===== src/rtl/instruction_fetch.sv =====
// Fetch stage: owns the PC, addresses the combinational instruction ROM and
// fills the IF/ID register, with stall, redirect and halt handling.
module instruction_fetch #(
    parameter int unsigned             PC_WIDTH    = 16,
    parameter int unsigned             INSTR_WIDTH = 9,
    parameter logic [PC_WIDTH-1:0]     RESET_PC    = 16'd1,
    parameter logic [4:0]              HALT_OPCODE = 5'b11010,
    parameter logic [INSTR_WIDTH-1:0]  BUBBLE      = 9'h000
) (
    input  logic                   clk,
    input  logic                   rst_n,
    input  logic                   stall,
    input  logic                   redirect_valid,
    input  logic [PC_WIDTH-1:0]    redirect_pc,
    output logic [PC_WIDTH-1:0]    rom_pc,
    input  logic [INSTR_WIDTH-1:0] rom_instr,
    output logic [INSTR_WIDTH-1:0] if_instr,
    output logic [PC_WIDTH-1:0]    if_pc,
    output logic                   if_valid,
    output logic                   halted,
    output logic [15:0]            fetch_count
);

    localparam int unsigned OPCODE_WIDTH = 5;
    localparam int unsigned COUNT_WIDTH  = 16;

    typedef enum logic {
        RUN    = 1'b0,
        HALTED = 1'b1
    } state_t;

    state_t                 state_q, state_d;
    logic [PC_WIDTH-1:0]    pc_q, pc_d;
    logic [INSTR_WIDTH-1:0] instr_q, instr_d;
    logic [PC_WIDTH-1:0]    ipc_q, ipc_d;
    logic                   valid_q, valid_d;
    logic [COUNT_WIDTH-1:0] count_q, count_d;
    logic [OPCODE_WIDTH-1:0] opcode;

    assign opcode = rom_instr[INSTR_WIDTH-1 -: OPCODE_WIDTH];

    // State and pipeline registers
    always_ff @(posedge clk or negedge rst_n) begin
        if (!rst_n) begin
            state_q <= RUN;
            pc_q    <= RESET_PC;
            instr_q <= BUBBLE;
            ipc_q   <= '0;
            valid_q <= 1'b0;
            count_q <= '0;
        end else begin
            state_q <= state_d;
            pc_q    <= pc_d;
            instr_q <= instr_d;
            ipc_q   <= ipc_d;
            valid_q <= valid_d;
            count_q <= count_d;
        end
    end

    // Priority: redirect, then stall, then per-state fetch behaviour
    always_comb begin
        state_d = state_q;
        pc_d    = pc_q;
        instr_d = instr_q;
        ipc_d   = ipc_q;
        valid_d = valid_q;
        count_d = count_q;
        if (redirect_valid) begin
            pc_d    = redirect_pc;
            valid_d = 1'b0;
            instr_d = BUBBLE;
            state_d = RUN;
        end else if (!stall) begin
            case (state_q)
                HALTED: begin
                    valid_d = 1'b0;
                    instr_d = BUBBLE;
                end
                default: begin
                    instr_d = rom_instr;
                    ipc_d   = pc_q;
                    valid_d = 1'b1;
                    if (count_q != {COUNT_WIDTH{1'b1}}) begin
                        count_d = count_q + COUNT_WIDTH'(1);
                    end
                    // The halt instruction itself issues; only the PC freezes
                    if (opcode == HALT_OPCODE) begin
                        state_d = HALTED;
                    end else begin
                        pc_d = pc_q + PC_WIDTH'(1);
                    end
                end
            endcase
        end
    end

    assign rom_pc      = pc_q;
    assign if_instr    = instr_q;
    assign if_pc       = ipc_q;
    assign if_valid    = valid_q;
    assign halted      = (state_q == HALTED);
    assign fetch_count = count_q;

endmodule

===== config.mk =====
export PLATFORM = sky130hd
export DESIGN_NAME = instruction_fetch
export DESIGN_NICKNAME = d
export VERILOG_FILES = /design/src/rtl/instruction_fetch.sv
export SDC_FILE = /design/constraint.sdc
export NUM_CORES = 1
export LEC_CHECK = 0
export BUFFER_PORTS_ARGS = -buffer_cell sky130_fd_sc_hd__buf_2
export CORE_AREA = 2 2 82 84
export DETAILED_ROUTE_END_ITERATION = 8
export DIE_AREA = 0 0 84 86
export PLACE_DENSITY_LB_ADDON = 0.08
export RECOVER_POWER = 25
export SLEW_MARGIN = 10
export SYNTH_ARGS = -nofsm -noshare
export SYNTH_HDL_FRONTEND = slang
export SYNTH_SLANG_ARGS = --single-unit

===== constraint.sdc =====
create_clock -name clk -period 1.9 [get_ports clk]
set_input_delay 0.285 -clock clk [delete_from_list [all_inputs] [get_ports clk]]
set_output_delay 0.285 -clock clk [all_outputs]
set_load 0.005 [all_outputs]

== After elaboration in Yosys (flattened, before gate mapping) ==
Cells that the tools add are included.

* Add/sub/neg operators: 2
* Eq/ne operators: 5
* Reductions and logical operators: 3
* Muxes and demuxes: 14
* Bitwise operators: 3

{| class="wikitable"
|+ Operator list
! operator !! count
|-
| $mux W16 || 4
|-
| $add A16 B1 Y16 const B || 2
|-
| $mux W9 || 3
|-
| $ne A16 B16 Y1 const B || 1
|-
| $mux W1 || 7
|-
| $reduce_and A3 Y1 || 2
|-
| $eq A5 B5 Y1 const B || 1
|-
| $ne A2 B2 Y1 const B || 2
|-
| $reduce_and A4 Y1 || 1
|-
| $not A1 Y1 || 3
|-
| $ne A2 B1 Y1 const B || 1
|}

* Flip-flop bits (word level): 59
* Output and inout bits: 59
* Word-level logic and storage cells: 33

== Logic depth before layout (Yosys ltp) ==
Gate-level depths: netlist (run 1).

* Depth after elaboration: 5
* Depth in mapped cells: 6
* Gate-level depth less buffers: 5

== Least setup slack after synthesis (run 1) ==
No wires, ideal clock.

* Kind: register -> register
* From: register count_q[0] (netlist: fetch_count[0])
* To: register count_q[1] (netlist: fetch_count[1])
* Data arrival time: 1.694 ns
* Required time: 1.775 ns
* Clock period less this slack: 1.819 ns
* Stages on the path, launching flop included: 6
* Setup slack: 0.081 ns
* Path through: dfrtp_1 > ha_1 > nand4_1 > nor4_1 > nor2_1 > mux2_2

* Cells in the longest elaborated chain, start to end: 2
* Elaborated cells between the ends (all ways): 3
* Those cells by class: add/sub: 1; eq/ne: 1; reduce/logical: 1

{| class="wikitable"
|+ RTL lines
! element !! RTL line !! source
|-
| start, declared || 37 || <nowiki>logic [COUNT_WIDTH-1:0] count_q, count_d;</nowiki>
|-
| start signal, assigned || 57 || <nowiki>count_q <= count_d;</nowiki>
|-
| branches (longest 2 deep; another with $add A16 B1 Y16) || n/a ||
|}

Several ways; the timed one is not identified.
A chain may end at the register's enable or synchronous reset.

== Final worst setup path (run 1) ==
* From: register pc_q[0] (netlist: rom_pc[0])
* To: register pc_q[8] (netlist: rom_pc[8])

* Cells in the longest elaborated chain, start to end: 5

{| class="wikitable"
|+ RTL lines
! element !! RTL line !! source
|-
| start, declared || 33 || <nowiki>logic [PC_WIDTH-1:0] pc_q, pc_d;</nowiki>
|-
| start signal, assigned || 53 || <nowiki>pc_q <= pc_d;</nowiki>
|-
| $add A16 B1 Y16 || 91 || <nowiki>pc_d = pc_q + PC_WIDTH'(1);</nowiki>
|-
| $mux W16 || 88 || <nowiki>if (opcode == HALT_OPCODE) begin</nowiki>
|-
| $mux W16 || 75 || <nowiki>case (state_q)</nowiki>
|-
| $mux W16 || 74 || <nowiki>end else if (!stall) begin</nowiki>
|-
| $mux W16 || 69 || <nowiki>if (redirect_valid) begin</nowiki>
|}

No other way between the ends. The select of a mux whose other input is x is not followed.

==> results of run 1 <==
sequential cells by signal, summed over array words and instances, names as in the netlist:
signal,flops
if_valid,1
if_instr,9
halted,1
rom_pc,16
fetch_count,16
if_pc,16
metal layers:
layer | vias to the layer above | track usage | share of wire
li1 | 1209 | - | -
met5 | - | 0 | 0
met3 | 11 | 0.0433 | 0.054
met2 | 66 | 0.313 | 0.47
met4 | 0 | 0.0924 | 0.019
met1 | 1194 | 0.266 | 0.46
through the flow:
step	worst slack [ns]	TNS (ns)	hold WS [ns]	utilization	instance area (µm²)
global route	-0.0199	-0.0281	0.167	0.577	3620
global placement	0.0880	0	0.290	0.547	3430
CTS	0.0450	0	0.143	0.579	3630
floorplan	0.0809	0	-0.0106	-	2770
finish	0.0954	0	0.156	0.577	3620
detailed placement	0.0604	0	0.292	0.547	3430
worst max-delay path, stage by stage, from the launching register on:
cell	delay, ns
dfstp_2	0.53
ha_1	0.13
inv_1	0.06
a211o_1	0.30
buf_6	0.15
or4_1	0.39
a31oi_1	0.16
area by class of cell:
class                   count  area [µm²]  area share
multi-input cells         194        1210       0.334
clock inverters             6        55.1      0.0152
repair buffers            110         617       0.170
well taps                  77        96.3      0.0266
inverters                   8        30.0     0.00829
flip-flops and latches     59        1480       0.408
clock buffers              10         138      0.0380
power breakdown:
part	total, mW	leakage [nW]	switching [mW]	internal (mW)
clock network	1.10	0.106	0.476	0.629
registers	1.60	0.739	0.167	1.43
logic	0.677	0.944	0.353	0.324
worst min path at each step:
| stage | depth (start not counted) | to | slack [ns] | start |
|---|---|---|---|---|
| 2_1_floorplan | 0 | fetch_count[0]$_DFFE_PN0P_ | -0.01 | rst_n |
| 3_3_place_gp | 1 | if_instr[6]$_DFFE_PN0P_ | 0.29 | rst_n |
| 3_5_place_dp | 1 | if_instr[6]$_DFFE_PN0P_ | 0.29 | rst_n |
| 4_1_cts | 3 | rom_pc[1]$_DFFE_PN0P_ | 0.14 | redirect_pc[1] |
| 5_1_grt | 3 | rom_pc[3]$_DFFE_PN0P_ | 0.17 | redirect_pc[3] |
| 6_report | 3 | rom_pc[3]$_DFFE_PN0P_ | 0.16 | redirect_pc[3] |
what timing repair did:
item                                   CTS  global route
gates resized for setup                  0             2
buffers inserted                         0             1
hold buffers                             1             0
endpoints found under the hold margin   19             0
setup endpoints to repair                0             7
cells by family (layout without fill, tap and decap cells):
| logic type | Yosys count | in the layout | share of synthesized area |
|---|---|---|---|
| AND/OR/NAND/NOR | 119 | 119 | 0.218 |
| multiplexers | 5 | 5 | 0.0185 |
| flip-flops | 59 | 59 | 0.534 |
| XOR/XNOR | 14 | 14 | 0.0443 |
| adder cells (fa/ha/maj) | 2 | 2 | 0.00904 |
| AO/OA/AOI/OAI | 54 | 54 | 0.145 |
| buffers and inverters | 20 | 134 | 0.0316 |
cell usage after synthesis, types with 3 or more instances:
| cell | count | area [µm²] |
|---|---|---|
| nand3_1 | 9 | 45.0 |
| nor3_1 | 9 | 45.0 |
| nor2_1 | 11 | 41.3 |
| xor2_1 | 5 | 43.8 |
| mux2i_1 | 4 | 40.0 |
| nand2_1 | 56 | 210 |
| o21ai_0 | 16 | 80.1 |
| nand4_1 | 13 | 81.3 |
| inv_1 | 8 | 30.0 |
| a22o_1 | 8 | 70.1 |
| a31oi_1 | 8 | 50.1 |
| a211oi_1 | 3 | 22.5 |
| dfrtp_1 | 58 | 1450 |
| or3_1 | 3 | 18.8 |
| or4_1 | 3 | 22.5 |
| clkbuf_1 | 9 | 33.8 |
| xnor2_1 | 9 | 78.8 |
==> results.cfg, run 1 <==
[layout]
fin_cells = 464
nets = 413
drive_above_1_share = 0.349
final_common_cell = buf_2
n_antenna_cell = 0
nFillCells = 571
layout_common_cells = buf_2 (87), dfrtp_1 (57), nand2_1 (56)
area_growth_pct = 30.9

[sta]
finalHoldViolations = 0
worst_pin_slew_ns = 0.641
fin_crit_sh = 0.950
fin_crit_ns = 1.80
rsz0062_at_grt = true
drv_slew = 0
skew_ns = 0.00548
fmax_mhz = 554
slew_headroom = 0.571
setup_viol = 0

[routing]
vias = 2480
ant_nets = 0
wl_um = 6730
route.detailed.drc = 0
firstDrtPassIters = 4
routed_via_density = 5.34
drt_iter0_drc = 119
routedWlPerCell_um = 14.5

[clocking]
cts_tree = built
cts_buffers = 9
clkTransAtPathRegs_ns = 0.06
clkSinkCount = 59
cts_htree_levels = 3
ctsLongestPathBuffers = 2
clockRootBuffer = clkbuf_8
worstSkewPairLatency_ns = 0.34

[worst_setup_path]
crit_path_end_kind = register
cp-startpoint = rom_pc[0]$_DFFE_PN1P_
ff2ff_path_depth = 6
arrival_ns = 2.06
worst_setup_path_start_kind = register
r2r_end = rom_pc[8]$_DFFE_PN0P_
endpoint = rom_pc[8]$_DFFE_PN0P_
r2r_setup_slack_ns = 0.1
reg2reg_from = rom_pc[0]$_DFFE_PN1P_
path_max_fanout = 9
crit_type = register to register
worstPathRequired_ns = 2.16

[synthesis]
synthFlopType = dfrtp_1
synth.distinct_cells = 48
ys_ff_latch = 59
synthesis.area_um2 = 2770
yosysSeqAreaShare = 0.534
synth_edf_count = 0
syn_nets = 304
syn_inst = 273
synthArstFlopShare = 1.00
yosys_warnings = 0
syn_avg_cell_area_um2 = 10.1

[global_routing]
grt_pass1_wl_um = 11400
grt_pass1_vias = 2403
grt_start_max_net_pins = 30
grt_antenna_before_repair = 0
track_usage = 0.199
grt-ovfl-total = 0

[floorplan]
core_um2 = 6280
fp.dieH_um = 86
die-width_um = 84
io_pins = 88
die-area_um2 = 7220
rows = 29
start_util = 0.441

[placement]
placed_cells = 446
port_buffers = 87
hpwl_um = 4880
gp_congestion = 0.806

[min_path]
hp-class = input pin to register

[run_status]
status = completed

[power_and_ir_drop]
ir_drop_mv = 0.598
p_leak_nw = 1.79
power_mw = 3.38
p_per_area_nw_per_um2 = 932

[run]
maxCapViolCount = 0
Power figures use the tool's default switching activity.
==> run 2: changes to the inputs <==
--- a/config.mk
+++ b/config.mk
@@ -5,7 +5,7 @@
 export SDC_FILE = /design/constraint.sdc
 export NUM_CORES = 1
 export LEC_CHECK = 0
-export BUFFER_PORTS_ARGS = -buffer_cell sky130_fd_sc_hd__buf_2
+export BUFFER_PORTS_ARGS = -buffer_cell sky130_fd_sc_hd__clkbuf_2
 export CORE_AREA = 2 2 82 84
 export DETAILED_ROUTE_END_ITERATION = 8
 export DIE_AREA = 0 0 84 86
==> constraint.sdc (replaced) <==
create_clock -name clk -period 1.9 [get_ports clk]
set_input_delay 0.095 -clock clk [delete_from_list [all_inputs] [get_ports clk]]
set_output_delay 0.095 -clock clk [all_outputs]
set_load 0.005 [all_outputs]
==> run 2 against run 1 <==
  * Cell area increased by 3.2%
  * Combinational power increased by 6.1%
  * Total power increased by 2.2%
  * Maximum frequency decreased by 0.19%
  * First-iteration DRC count decreased by 22%
  * Final cell count increased by 1.9%
  * Count of clock-buffer cells in the layout increased by 3
  * Clock skew decreased by 0.00088 ns
  * Clock power increased by 5%
  * Register-to-register slack about the same
  * Die area unchanged
  * Critical endpoint is now rom_pc[10]$_DFFE_PN0P_
  * Largest power group unchanged
  * Highest routed layer unchanged
==> results.cfg, run 2 (synthesis results as in run 1) <==
[layout]
nFillCells = 577
nets = 423
drive_above_1_share = 0.313
area_growth_pct = 35.1
final_common_cell = clkbuf_2
n_antenna_cell = 0
fin_util = 0.596
layout_common_cells = clkbuf_2 (79), dfrtp_1 (58), nand2_1 (56)

[global_routing]
grt_start_max_net_pins = 43
track_usage = 0.206
grt_antenna_before_repair = 0
grt-ovfl-total = 0
grt_pass1_wl_um = 11700
grt_pass1_vias = 2420

[clocking]
cts_buffers = 9
clkTransAtPathRegs_ns = 0.06
clkSinkCount = 59
worstSkewPairLatency_ns = 0.33
clockRootBuffer = clkbuf_8
ctsLongestPathBuffers = 2
cts_htree_levels = 3
cts_tree = built

[routing]
route.detailed.drc = 0
routedWlPerCell_um = 14.8
routed_via_density = 5.37
vias = 2541
wl_um = 7010
ant_nets = 0
drt_iter0_drc = 93
firstDrtPassIters = 4

[worst_setup_path]
r2r_setup_slack_ns = 0.09
crit_type = register to register
endpoint = rom_pc[10]$_DFFE_PN0P_
cp-startpoint = halted$_DFFE_PN0P_
reg2reg_from = halted$_DFFE_PN0P_
worstPathRequired_ns = 2.15
ff2ff_path_depth = 4
r2r_end = rom_pc[10]$_DFFE_PN0P_
path_max_fanout = 11
arrival_ns = 2.06
worst_setup_path_start_kind = register
crit_path_end_kind = register

[sta]
fin_crit_sh = 0.952
rsz0062_at_grt = true
setup_viol = 0
skew_ns = 0.00461
fmax_mhz = 553
fin_crit_ns = 1.81
finalHoldViolations = 0
slew_headroom = 0.350
worst_pin_slew_ns = 0.975
drv_slew = 0

[power_and_ir_drop]
power_mw = 3.45
p_leak_nw = 1.80
p_per_area_nw_per_um2 = 923
ir_drop_mv = 0.556

[placement]
hpwl_um = 4870
port_buffers = 87
gp_congestion = 0.791

[min_path]
hp-class = input pin to register

[floorplan]
rows = 29
die-area_um2 = 7220
io_pins = 88
fp.dieH_um = 86
start_util = 0.441
die-width_um = 84
core_um2 = 6280

[run_status]
status = completed

[run]
maxCapViolCount = 0
==> run 2: worst min path at each step <==
stage,from,endpoint,slack (ns),cells past startpoint
global placement,rst_n,if_instr[6]$_DFFE_PN0P_,0.08,1
detailed placement,rst_n,if_instr[6]$_DFFE_PN0P_,0.07,1
global route,redirect_pc[7],rom_pc[7]$_DFFE_PN0P_,0.004,2
floorplan,rst_n,fetch_count[0]$_DFFE_PN0P_,-0.20,0
finish,redirect_pc[11],rom_pc[11]$_DFFE_PN0P_,0.008,3
CTS,rom_instr[8],if_instr[8]$_DFFE_PN0P_,0.0003,2
==> run 2: routing by layer <==
| metal | vias to the layer above | global-route usage | part of all wire |
|---|---|---|---|
| li1 | 1235 | - | - |
| met1 | 1229 | 0.281 | 0.48 |
| met2 | 68 | 0.317 | 0.46 |
| met3 | 9 | 0.0452 | 0.052 |
| met4 | 0 | 0.0880 | 0.013 |
| met5 | - | 0 | 0 |
==> run 2: timing repair <==
action | CTS | global route
buffers inserted | 0 | 0
hold endpoints to repair | 29 | 0
endpoints found under the setup margin | 0 | 6
hold buffers | 14 | 0
resized for setup | 0 | 3
==> run 2: area by class of cell <==
| class | count | area [µm²] | area share |
|---|---|---|---|
| clock buffers | 13 | 159 | 0.0425 |
| clock inverters | 2 | 35.0 | 0.00937 |
| inverters | 8 | 30.0 | 0.00803 |
| multi-input cells | 194 | 1230 | 0.330 |
| flip-flops and latches | 59 | 1480 | 0.395 |
| well taps | 77 | 96.3 | 0.0258 |
| repair buffers | 120 | 708 | 0.189 |
==> run 2: stage by stage <==
step / setup WS (ns) / instances / area, µm² / setup TNS (ns) / hold slack [ns]
floorplan: 0.0809 / 273 / 2770 / 0 / -0.201
global route: -0.0413 / 473 / 3740 / -0.995 / 0.00446
finish: 0.0919 / 473 / 3740 / 0 / 0.00766
CTS: 0.0110 / 473 / 3740 / 0 / 0.000305
global placement: 0.0967 / 444 / 3400 / 0 / 0.0782
detailed placement: 0.00935 / 444 / 3400 / 0 / 0.0742
==> run 2: power by group <==
| group | leakage, nW | internal, mW | switching [mW] |
|---|---|---|---|
| clock | 0.0995 | 0.670 | 0.478 |
| sequential | 0.741 | 1.43 | 0.159 |
| combinational | 0.959 | 0.344 | 0.374 |
==> run 2: critical path, stage by stage, from the launching register on <==
cell	delay, ns
dfrtp_1	0.45
nand4bb_4	0.24
a211o_4	0.38
or4_1	0.49
a31oi_1	0.18
